File: config.mk
export PLATFORM = sky130hd
export DESIGN_NAME = cook_ctrl
export DESIGN_NICKNAME = d
export VERILOG_FILES = /design/src/rtl/cook_pkg.sv /design/src/rtl/bcd_mmss_down.sv /design/src/rtl/cook_ctrl.sv
export SDC_FILE = /design/constraint.sdc
export NUM_CORES = 1
export LEC_CHECK = 0
export ABC_CLOCK_PERIOD_IN_PS = 3400
export BUFFER_PORTS_ARGS = -buffer_cell sky130_fd_sc_hd__clkbuf_2
export CAP_MARGIN = 10
export CORE_MARGIN = 2
export CORE_UTILIZATION = 25
export DETAILED_ROUTE_END_ITERATION = 7
export GPL_TIMING_DRIVEN = 0
export PLACE_DENSITY = 0.42
export SLEW_MARGIN = 10
export SYNTH_ARGS = -nofsm -noshare
export SYNTH_HDL_FRONTEND = slang
export SYNTH_SLANG_ARGS = --single-unit
File: constraint.sdc
create_clock -name clk -period 3.4 [get_ports clk]
set_input_delay 0.68 -clock clk [delete_from_list [all_inputs] [get_ports clk]]
set_output_delay 0.68 -clock clk [all_outputs]
set_load 0.02 [all_outputs]
File: src/rtl/cook_pkg.sv
// Shared definitions for the cooking-timer controller.
//   state_t        : 3-bit FSM state encoding (also exported on state_o)
//   DIGIT_W        : width of one BCD digit
//   SEC_MAX_*      : digit values loaded when the seconds field borrows (SS 00 -> 59)
//   KEY_MAX        : largest key code that is a digit; larger codes are ignored
package cook_pkg;
   localparam int DIGIT_W       = 4;
   localparam int SEC_MAX_TENS  = 5;
   localparam int SEC_MAX_UNITS = 9;
   localparam int KEY_MAX       = 9;

   typedef enum logic [2:0] {
      ST_IDLE  = 3'd0,
      ST_ENTRY = 3'd1,
      ST_COOK  = 3'd2,
      ST_PAUSE = 3'd3,
      ST_DONE  = 3'd4
   } state_t;
endpackage

File: src/rtl/bcd_mmss_down.sv
// Four-digit BCD MM:SS register with key shift-in and one-second countdown.
//   clk, rst        : clock, async active-high reset (all digits 0)
//   clr             : synchronous clear to 00:00 (highest priority)
//   shift_en, key   : shift digits left, key enters at sec_units
//   dec_en          : decrement MM:SS by one second
//   min_tens..sec_units : current digits
//   zero            : time is 00:00
//   last            : time is 00:01 (next decrement reaches zero)
module bcd_mmss_down
   import cook_pkg::*;
(
   input  logic               clk,
   input  logic               rst,
   input  logic               clr,
   input  logic               shift_en,
   input  logic [DIGIT_W-1:0] key,
   input  logic               dec_en,
   output logic [DIGIT_W-1:0] min_tens,
   output logic [DIGIT_W-1:0] min_units,
   output logic [DIGIT_W-1:0] sec_tens,
   output logic [DIGIT_W-1:0] sec_units,
   output logic               zero,
   output logic               last
);
   localparam logic [DIGIT_W-1:0] D0 = '0;
   localparam logic [DIGIT_W-1:0] D1 = DIGIT_W'(1);
   localparam logic [DIGIT_W-1:0] D9 = DIGIT_W'(9);

   always_ff @(posedge clk or posedge rst) begin
      if (rst) begin
         min_tens  <= D0;
         min_units <= D0;
         sec_tens  <= D0;
         sec_units <= D0;
      end else if (clr) begin
         min_tens  <= D0;
         min_units <= D0;
         sec_tens  <= D0;
         sec_units <= D0;
      end else if (shift_en) begin
         min_tens  <= min_units;
         min_units <= sec_tens;
         sec_tens  <= sec_units;
         sec_units <= key;
      end else if (dec_en) begin
         if (sec_tens == D0 && sec_units == D0) begin
            sec_tens  <= DIGIT_W'(SEC_MAX_TENS);
            sec_units <= DIGIT_W'(SEC_MAX_UNITS);
            if (min_units == D0) begin
               min_units <= D9;
               min_tens  <= min_tens - D1;
            end else begin
               min_units <= min_units - D1;
            end
         end else if (sec_units == D0) begin
            // Keyed sec_tens of 6..9 borrow like any other digit: 90 -> 89
            sec_units <= D9;
            sec_tens  <= sec_tens - D1;
         end else begin
            sec_units <= sec_units - D1;
         end
      end
   end

   assign zero = {min_tens, min_units, sec_tens, sec_units} == '0;
   assign last = {min_tens, min_units, sec_tens} == '0 && sec_units == D1;
endmodule

File: src/rtl/cook_ctrl.sv
// Front-panel cooking timer FSM (IDLE/ENTRY/COOK/PAUSE/DONE).
//   clk, rst                 : clock, async active-high reset
//   startn, stopn, clearn    : active-low panel commands (levels)
//   door_closed              : 1 when door shut
//   key_valid, key_code      : digit entry
//   tick_1hz                 : one-cycle pulse per second
//   min_tens..sec_units      : BCD remaining time MM:SS
//   mag_on, timer_done       : decoded from registered state only
//   state_o                  : state encoding for debug
// A command that has no effect in the current state does not block a
// lower-priority one (e.g. a refused start lets a key through).
module cook_ctrl
   import cook_pkg::*;
(
   input  logic         clk,
   input  logic         rst,
   input  logic         startn,
   input  logic         stopn,
   input  logic         clearn,
   input  logic         door_closed,
   input  logic         key_valid,
   input  logic [3:0]   key_code,
   input  logic         tick_1hz,
   output logic [3:0]   min_tens,
   output logic [3:0]   min_units,
   output logic [3:0]   sec_tens,
   output logic [3:0]   sec_units,
   output logic         mag_on,
   output logic         timer_done,
   output logic [2:0]   state_o
);
   state_t state, state_nxt;
   logic   clr, shift_en, dec_en, zero, last;

   bcd_mmss_down u_time (
      .clk       (clk),
      .rst       (rst),
      .clr       (clr),
      .shift_en  (shift_en),
      .key       (key_code),
      .dec_en    (dec_en),
      .min_tens  (min_tens),
      .min_units (min_units),
      .sec_tens  (sec_tens),
      .sec_units (sec_units),
      .zero      (zero),
      .last      (last)
   );

   always_ff @(posedge clk or posedge rst) begin
      if (rst) state <= ST_IDLE;
      else     state <= state_nxt;
   end

   always_comb begin
      state_nxt = state;
      clr       = 1'b0;
      shift_en  = 1'b0;
      dec_en    = 1'b0;
      if (!clearn) begin
         state_nxt = ST_IDLE;
         clr       = 1'b1;
      end else begin
         case (state)
            ST_COOK: begin
               // Door/stop freeze the time even on a tick cycle
               if (!door_closed || !stopn) begin
                  state_nxt = ST_PAUSE;
               end else if (tick_1hz) begin
                  dec_en = 1'b1;
                  if (last) state_nxt = ST_DONE;
               end
            end
            ST_DONE: begin
               if (!door_closed) state_nxt = ST_IDLE;
            end
            default: begin // IDLE, ENTRY, PAUSE
               if (!startn && door_closed && !zero) begin
                  state_nxt = ST_COOK;
               end else if (key_valid && key_code <= 4'(KEY_MAX)) begin
                  shift_en = 1'b1;
                  if (state != ST_PAUSE) state_nxt = ST_ENTRY;
               end
            end
         endcase
      end
   end

   assign mag_on     = (state == ST_COOK);
   assign timer_done = (state == ST_DONE);
   assign state_o    = state;
endmodule

## Yosys cells after proc, flatten, opt, wreduce, memory -nomap -nowiden

Index checks and enable logic that the tools add are counted.

- Memory bits (read-only): 0
- Logic and storage cells: 80
- Output and inout bits: 21
- Bits in latches: 0
- Register bits: 19
- Bits in writable memories: 0
- Memories kept: 0
- Bits of input ports: 12

- Multiplexer cells: 37
- $lt $le $gt $ge: 1
- Bitwise logic cells: 0
- Shifts and indexed selects: 0
- $mul: 0
- $add $sub $neg: 4
- Eq/ne operators: 13
- Reductions and logical operators: 20
- Divide/modulo/power cells: 0

Operator list:

| kind | count |
|---|---|
| $mux W4 | 20 |
| $mux W3 | 8 |
| $logic_not A16 Y1 | 1 |
| $sub A4 B1 Y4 const B | 4 |
| $logic_not A12 Y1 | 1 |
| $logic_not A4 Y1 | 3 |
| $ne A5 B1 Y1 const B | 2 |
| $ne A3 B1 Y1 const B | 3 |
| $mux W1 | 8 |
| $pmux W3 S2 | 1 |
| $logic_and A1 B1 Y1 | 5 |
| $reduce_and A5 Y1 | 1 |
| $eq A4 B1 Y1 const B | 1 |
| $le A4 B4 Y1 const B | 1 |
| $logic_not A1 Y1 | 4 |
| $ne A4 B1 Y1 const B | 1 |
| $ne A4 B2 Y1 const B | 1 |
| $ne A4 B3 Y1 const B | 1 |
| $reduce_and A2 Y1 | 2 |
| $eq A3 B2 Y1 const B | 1 |
| $eq A3 B3 Y1 const B | 1 |
| $ne A3 B2 Y1 const B | 1 |
| $ne A3 B3 Y1 const B | 1 |
| $reduce_and A3 Y1 | 1 |
| 2 further kinds | 2 |

## Longest topological paths before layout

Gate-level depths: netlist of run 1.

- Depth in word-level cells: 8
- Mapped depth: 9
- Gate-level depth less buffers: 8

## Hierarchy

Synthesis of run 1 repeated with hierarchy kept, for this count alone.

- Cells, all modules: 172
- Area, all modules: 1412.6 µm²

By module, submodules not included:

| module | seq. area each (µm²) | instances | cells each | area each (µm²) |
|---|---|---|---|---|
| bcd_mmss_down | 400.4 | 1 | 131 | 1112.3 |
| cook_ctrl | 75.1 | 1 | 41 | 300.3 |

## Least setup slack after synthesis of run 1

OpenSTA, ideal clock, no wires.

- Path type: register to register
- Start point: register u_time.min_units[0]
- End point: register u_time.sec_units[3]
- Stages on the path, launching flop included: 7
- Arrival time: 2424 ps
- Setup slack: 855 ps
- Setup time: 121 ps
- Cell sequence: dfrtp_1 or4_1 or4b_4 o21ai_4 nand3_4 mux2_4 a22o_1

- Longest elaborated chain between the ends: 8
- Elaborated cells between the ends (all ways): 9
- Classes of those cells: eq/ne (1); mux (5); reduce/logical (3)

RTL lines:

| element | RTL line | text |
|---|---|---|
| start, declared | bcd_mmss_down.sv:19 | `output logic [DIGIT_W-1:0] min_units,` |
| start signal, assigned | bcd_mmss_down.sv:42 | `min_units <= sec_tens;` |
| start signal, assigned | bcd_mmss_down.sv:53 | `min_units <= min_units - D1;` |
| $logic_not A16 Y1 * | bcd_mmss_down.sv:65 | `assign zero = {min_tens, min_units, sec_tens, sec_units} == '0;` |
| $logic_not A1 Y1 * | cook_ctrl.sv:78 | `if (!startn && door_closed && !zero) begin` |
| $logic_and A1 B1 Y1 * | cook_ctrl.sv:78 |  |
| $mux W1 * | cook_ctrl.sv:78 |  |
| $mux W1 * | cook_ctrl.sv:64 | `case (state)` |
| $mux W1 * | cook_ctrl.sv:60 | `if (!clearn) begin` |
| $mux W4 | bcd_mmss_down.sv:40 | `end else if (shift_en) begin` |
| $mux W4 | bcd_mmss_down.sv:35 | `end else if (clr) begin` |
| end signal, assigned | bcd_mmss_down.sv:44 | `sec_units <= key;` |
| end signal, assigned | bcd_mmss_down.sv:48 | `sec_units <= DIGIT_W'(SEC_MAX_UNITS);` |
| end signal, assigned | bcd_mmss_down.sv:60 | `sec_units <= sec_units - D1;` |
| end, declared | bcd_mmss_down.sv:21 | `output logic [DIGIT_W-1:0] sec_units,` |

Every way passes the cells marked *; elsewhere a longest branch is shown, timed or not.
A chain may end at the register's enable or synchronous reset.

## Final worst setup path of run 1

- Start point: register u_time.sec_units[0]
- End point: register u_time.sec_units[2]

- Longest elaborated chain between the ends: 8
- Elaborated cells between the ends (all ways): 15
- Classes of those cells: add/sub (1); eq/ne (1); mux (8); reduce/logical (5)

RTL lines:

| element |
|---|
| branches (longest 8 deep; another with $sub A4 B1 Y4) |

Several ways; the timed one is not identified. The select of a mux whose other input is x is not followed.

==> results of run 1 <==
==> layer usage <==
metal | routed length (um) | global-route usage | up-vias
li1 | - | - | 705
met1 | 2160 | 0.204 | 666
met2 | 1960 | 0.218 | 36
met3 | 213 | 0.0270 | 2
met4 | 20 | 0.0203 | 0
met5 | 0 | 0 | -
==> power by group through the flow <==
| stage | sequential (uW) | clock, uW | combinational (uW) |
|---|---|---|---|
| after global routing | 314 | 193 | 396 |
| after detailed placement | 312 | 0 | 358 |
| final | 307 | 175 | 357 |
| after floorplan | 335 | 0 | 227 |
| after CTS | 308 | 185 | 359 |
| after global placement | 314 | 0 | 361 |
==> repair_timing <==
item                                    CTS  global route
gates resized for setup                   0             1
endpoints found under the setup margin    0             1
hold buffers                              0             0
==> cell type report <==
class                           instances  area [um2]  share of cell area
Tap cell                               72        90.1              0.0510
Multi-Input combinational cell        136         915               0.517
Timing Repair Buffer                   31         155              0.0878
Inverter                               13        48.8              0.0276
Clock buffer                            3        41.3              0.0234
Buffer                                  3        35.0              0.0198
Sequential cell                        19         475               0.269
Clock inverter                          1        7.51             0.00425
==> logic make-up after synthesis <==
kind of cell,after synthesis
buffers and inverters,16
DFF,19
and+or+nand+nor,73
AOI/OAI and AO/OA,50
adders and majority gates,6
muxes,5
xor gates and xnor gates,2
==> sequential cells by signal (all words and copies together), names as in the netlist <==
register / cells
state_o: 3
u_time.sec_units: 4
u_time.min_tens: 4
u_time.sec_tens: 4
u_time.min_units: 4
==> placed cells by master, fill, tap and decap left out, types with 2 or more instances in the layout <==
cell	netlist	final
a22o_1	2	2
o21ai_0	5	5
clkbuf_2	0	31
dfrtp_1	19	19
mux2i_1	3	3
a21oi_1	14	14
o31ai_1	4	4
nand3_1	5	5
ha_1	6	6
nor2_1	19	19
o21ai_4	2	2
inv_1	13	13
o2bb2ai_1	2	2
a22oi_1	4	4
and3_1	3	3
o22ai_1	2	2
clkbuf_8	0	3
nor3b_1	2	2
nand2_1	22	22
nor3_1	9	8
==> worst max-delay path: cells and delay by family (launching register included) <==
family / cells / cell delay, ps
simple gates: 3 / 1010
compound gates: 3 / 960
flops: 1 / 460
fa+ha+maj: 1 / 260
buf+inv: 1 / 150
==> how the worst min path moves through the flow <==
stage | end | start | cells after the start
after global placement | u_time.sec_tens[1] | u_time.sec_tens[1] | 1
after detailed placement | u_time.sec_tens[1] | u_time.sec_tens[1] | 1
after floorplan | state_o[0] | rst | 1
after global routing | u_time.min_units[0] | rst | 2
final | u_time.min_units[0] | rst | 2
after CTS | u_time.min_units[0] | rst | 2
==> stage by stage <==
stage	worst slack [ps]	instances	cell area [um2]
floorplan	855	171	1470
global placement	265	274	1710
detailed placement	281	274	1710
CTS	289	278	1760
global route	127	278	1770
finish	455	278	1770
==> metrics, run 1 <==
area leader, netlist dfrtp_1; Routed WL 4350 um; mean routed wirelength per cell 15.6 um; post-route fraction of the period consumed by the critical path 0.866; maximum fanout encountered on the critical timing path 9; Avg Vias per Cell 5.07; fill count 604; wire length of the first global-routing pass 6980 um; most numerous cell in the Yosys netlist nand2_1; last element of the critical path u_time.sec_units[2]; area of the die 0.00650 mm2; Post-Syn Area 0.00147 mm2; TritonCTS sink count 19; skew final 6.88 ps; adder-cell area share of the yosys netlist 0.0511; Final nets 225; Placement Rows 27; vias after detailed routing 1409; cts bufs inserted 3; DR DRC count 0; clock network fraction of design power 0.208; Critical Path Sink Type flip-flop; top post-synthesis cells by area dfrtp_1 (32%), nand2_1 (5.6%), ha_1 (5.1%), nor2_1 (4.9%), a21oi_1 (4.8%); Worst R2R End u_time.sec_units[2]; starting density of the core 0.264; leakage power 0.000810 uW; number of flops mapped to enable cells by yosys 0; pwr dens 475 mW/mm2; data arrival at the endpoint of the critical path 3100 ps; post-synthesis sequential element count 19; clock period minus worst slack 2950 ps; H-tree lvl count 1; switching share of power 0.424; placer's final routability congestion estimate 0.780; share of total power in combinational logic 0.425; largest net degree at the start of global routing 20; proportion of power drawn by flip-flops and latches 0.366; post-synthesis simple-gate area fraction 0.261; DRT antenna net count 0; Critical Path Source Type flip-flop; die boundary width 80.7 um; max capacitance violation total 0; data required time of the critical path 3560 ps; hold slack final 528 ps; share of layout cells above drive strength 1 0.248; Warnings, synthesis 0; antenna diode count 0; worst-margin pin slew 792 ps; area share of the leading cell type in the synthesized netlist 0.324; logic depth of the worst register-to-register path 8; Slowest-stage cell, CP nor3b_1; clk root buf clkbuf_8; Hold Violations, Final 0; Max transition margin 0.472; IO Pins 33; post-synthesis xor/xnor area fraction 0.0119; pins over their slew limit 0; total power after layout 839 uW; outcome finished, final reports clean; Worst R2R Setup Slack 450 ps; post-synthesis sequential area ratio 0.324; largest family of logic cells by synthesized area simple AND/OR/NAND/NOR gates; share of cell area taken by muxes after synthesis 0.0383; overall overflow remaining after global route 0; most frequently used flop master after synthesis dfrtp_1; Post-synth top cells nand2_1 (22), dfrtp_1 (19), nor2_1 (19); setup repair after global routing missed its margin false; vias in the first global route 1324; count of routing violations after the opening detailed-route iteration 74; post-CTS clock slew at the launch and capture registers of the worst setup and hold paths 90 ps; total global routing track utilization 0.140; Die Height 80.7 um; Final Setup Violations 0; Mean Syn Cell Area 8.59 um2; Net Sw Power 355 uW; TritonCTS clock tree yes; Synth Instances 171; cell internal power dissipation 483 uW; compound-gate portion of the synthesized area 0.257; Longest Clk Path Bufs 2; f_max 0.340 GHz; asr flop ratio synth 1.00; post-synth cell types 53; DPL Wire Length 3290 um; peak supply drop 147 uV; Worst Setup Path Type reg2reg; delay of the slowest cell on the worst path 480 ps; cell-by-cell listing of the critical path inv_1, ha_1, nor3b_1, nand3_1, o21a_4, o21ai_4, nor2_2, a22o_1; PortBufs 31; first element of the critical path u_time.sec_units[0]; number of nets in the synthesized netlist 189; layout overhead on the synthesized area 20.4%; path class of the lowest-slack min-delay path in2async; Sum Neg Setup Slack 0 ps; core outline area 0.00557 mm2; R2R Path Start u_time.sec_units[0]; end-of-flow core utilization 0.317; 1st-pass router iterations 4; antenna violations before repair 0; Clock Latency Late Sink 270 ps; Post-CTS Setup Repair Bufs 0
Power figures use the tool's default switching activity.
==> inputs of run 2 (changes only) <==
--- a/config.mk
+++ b/config.mk
@@ -10,6 +10,7 @@
 export CAP_MARGIN = 10
 export CORE_MARGIN = 2
 export CORE_UTILIZATION = 25
+export CTS_BUF_LIST = sky130_fd_sc_hd__clkbuf_16
 export DETAILED_ROUTE_END_ITERATION = 7
 export GPL_TIMING_DRIVEN = 0
 export PLACE_DENSITY = 0.42
==> metrics, run 2 (synthesis results as in run 1) <==
outcome finished, final reports clean; TritonCTS clock tree yes; fill count 597; total power after layout 924 uW; maximum fanout encountered on the critical timing path 9; TritonCTS sink count 19; logic depth of the worst register-to-register path 8; Final Setup Violations 0; most frequent cells in the layout clkbuf_2 (31), nand2_1 (22), nor2_1 (19), dfrtp_1 (19), a21oi_1 (14); final worst setup slack 493 ps; worst-margin pin slew 782 ps; Hold Violations, Final 0; setup repair after global routing missed its margin false; count of hold-fix buffers inserted at cts 0; met3 WL 219 um; Clock Latency Late Sink 260 ps; vias in the first global route 1316; path class of the lowest-slack min-delay path in2async; clock period minus worst slack 2910 ps; IO Pins 33; peak supply drop 280 uV; total global routing track utilization 0.141; die boundary width 80.7 um; R2R Path Start u_time.sec_units[0]; placer's final routability congestion estimate 0.780; Longest Clk Path Bufs 2; Die Height 80.7 um; worst slack at placement 281 ps; area of the die 0.00650 mm2; Placement Rows 27; hold slack final 536 ps; cts bufs inserted 3; clk root buf clkbuf_16; starting density of the core 0.264; Sum Neg Setup Slack 0 ps; DR DRC count 0; overall overflow remaining after global route 0; Final nets 225; quantity of gates resized following cts 0; Critical Path Sink Type flip-flop; mean routed wirelength per cell 15.6 um; pwr dens 513 mW/mm2; post-CTS clock slew at the launch and capture registers of the worst setup and hold paths 70 ps; pins over their slew limit 0; H-tree lvl count 1; Post-CTS Setup Repair Bufs 0; post-route fraction of the period consumed by the critical path 0.855; layout overhead on the synthesized area 22.7%; Worst R2R End u_time.sec_units[2]; largest net degree at the start of global routing 20; core outline area 0.00557 mm2; 1st-pass router iterations 4; PortBufs 31; f_max 0.344 GHz; top routing layer in use met4; Critical Path Source Type flip-flop; most common cell after layout, fill and taps aside clkbuf_2; Routed WL 4330 um; data required time of the critical path 3540 ps; data arrival at the endpoint of the critical path 3050 ps; met1 routed wirelength after detailed routing 2120 um; antenna diode count 0; max capacitance violation total 0; Max transition margin 0.478; Worst R2R Setup Slack 490 ps; Avg Vias per Cell 5.05; Worst Setup Path Type reg2reg; DRT antenna net count 0; wire length of the first global-routing pass 6980 um; DPL Wire Length 3290 um; count of routing violations after the opening detailed-route iteration 81; skew final 9.81 ps; met2 wire length 1970 um; antenna violations before repair 0; end-of-flow core utilization 0.323; share of layout cells above drive strength 1 0.248; leakage power 0.000826 uW; vias after detailed routing 1404
[run 2: cell counts in the layout (fill, tap and decap cells not counted)]
Identical to the previous run, type by type.
[run 2: worst max path at each step]
| stage | from | endpoint | slack [ps] | cells past startpoint |
|---|---|---|---|---|
| 2_1_floorplan | u_time.min_units[0] | u_time.sec_units[3] | 860 | 6 |
| 3_3_place_gp | u_time.sec_units[0] | u_time.min_tens[3] | 270 | 8 |
| 3_5_place_dp | u_time.sec_units[0] | u_time.min_tens[3] | 280 | 8 |
| 4_1_cts | u_time.sec_units[0] | u_time.min_tens[3] | 290 | 8 |
| 5_1_grt | u_time.sec_units[0] | u_time.min_tens[3] | 130 | 8 |
| 6_report | u_time.sec_units[0] | u_time.sec_units[2] | 490 | 8 |
[run 2: metrics by stage]
stage | instances | cell area (um2)
floorplan | 171 | 1470
global placement | 274 | 1710
finish | 278 | 1800
CTS | 278 | 1800
detailed placement | 274 | 1710
global route | 278 | 1800
[run 2: critical path: stages (launching register included)]
cell and delay, ps:
dfrtp_1 440, inv_1 150, ha_1 250, nor3b_1 460, nand3_1 430, o21a_4 390, o21ai_4 330, nor2_2 100
a22o_1 240
[run 2: report_power, final]
| part | switching (uW) | total, uW | internal (uW) | leakage, uW |
|---|---|---|---|---|
| sequential | 50.7 | 307 | 256 | 0.000251 |
| combinational | 212 | 357 | 144 | 0.000538 |
| clock | 101 | 260 | 159 | 0.0000371 |
[run 2: final cells by class]
cell class	instances	area, um2	share of cell area
Clock buffer	3	75.1	0.0417
Timing Repair Buffer	31	155	0.0861
Tap cell	72	90.1	0.0500
Buffer	3	35.0	0.0194
Clock inverter	1	7.51	0.00417
Multi-Input combinational cell	136	915	0.508
Sequential cell	19	475	0.264
Inverter	13	48.8	0.0271
[run 2: metal layers]
metal / vias to the layer above / global-route usage
li1: 705 / -
met1: 660 / 0.204
met2: 37 / 0.223
met3: 2 / 0.0270
met4: 0 / 0.0153
met5: - / 0
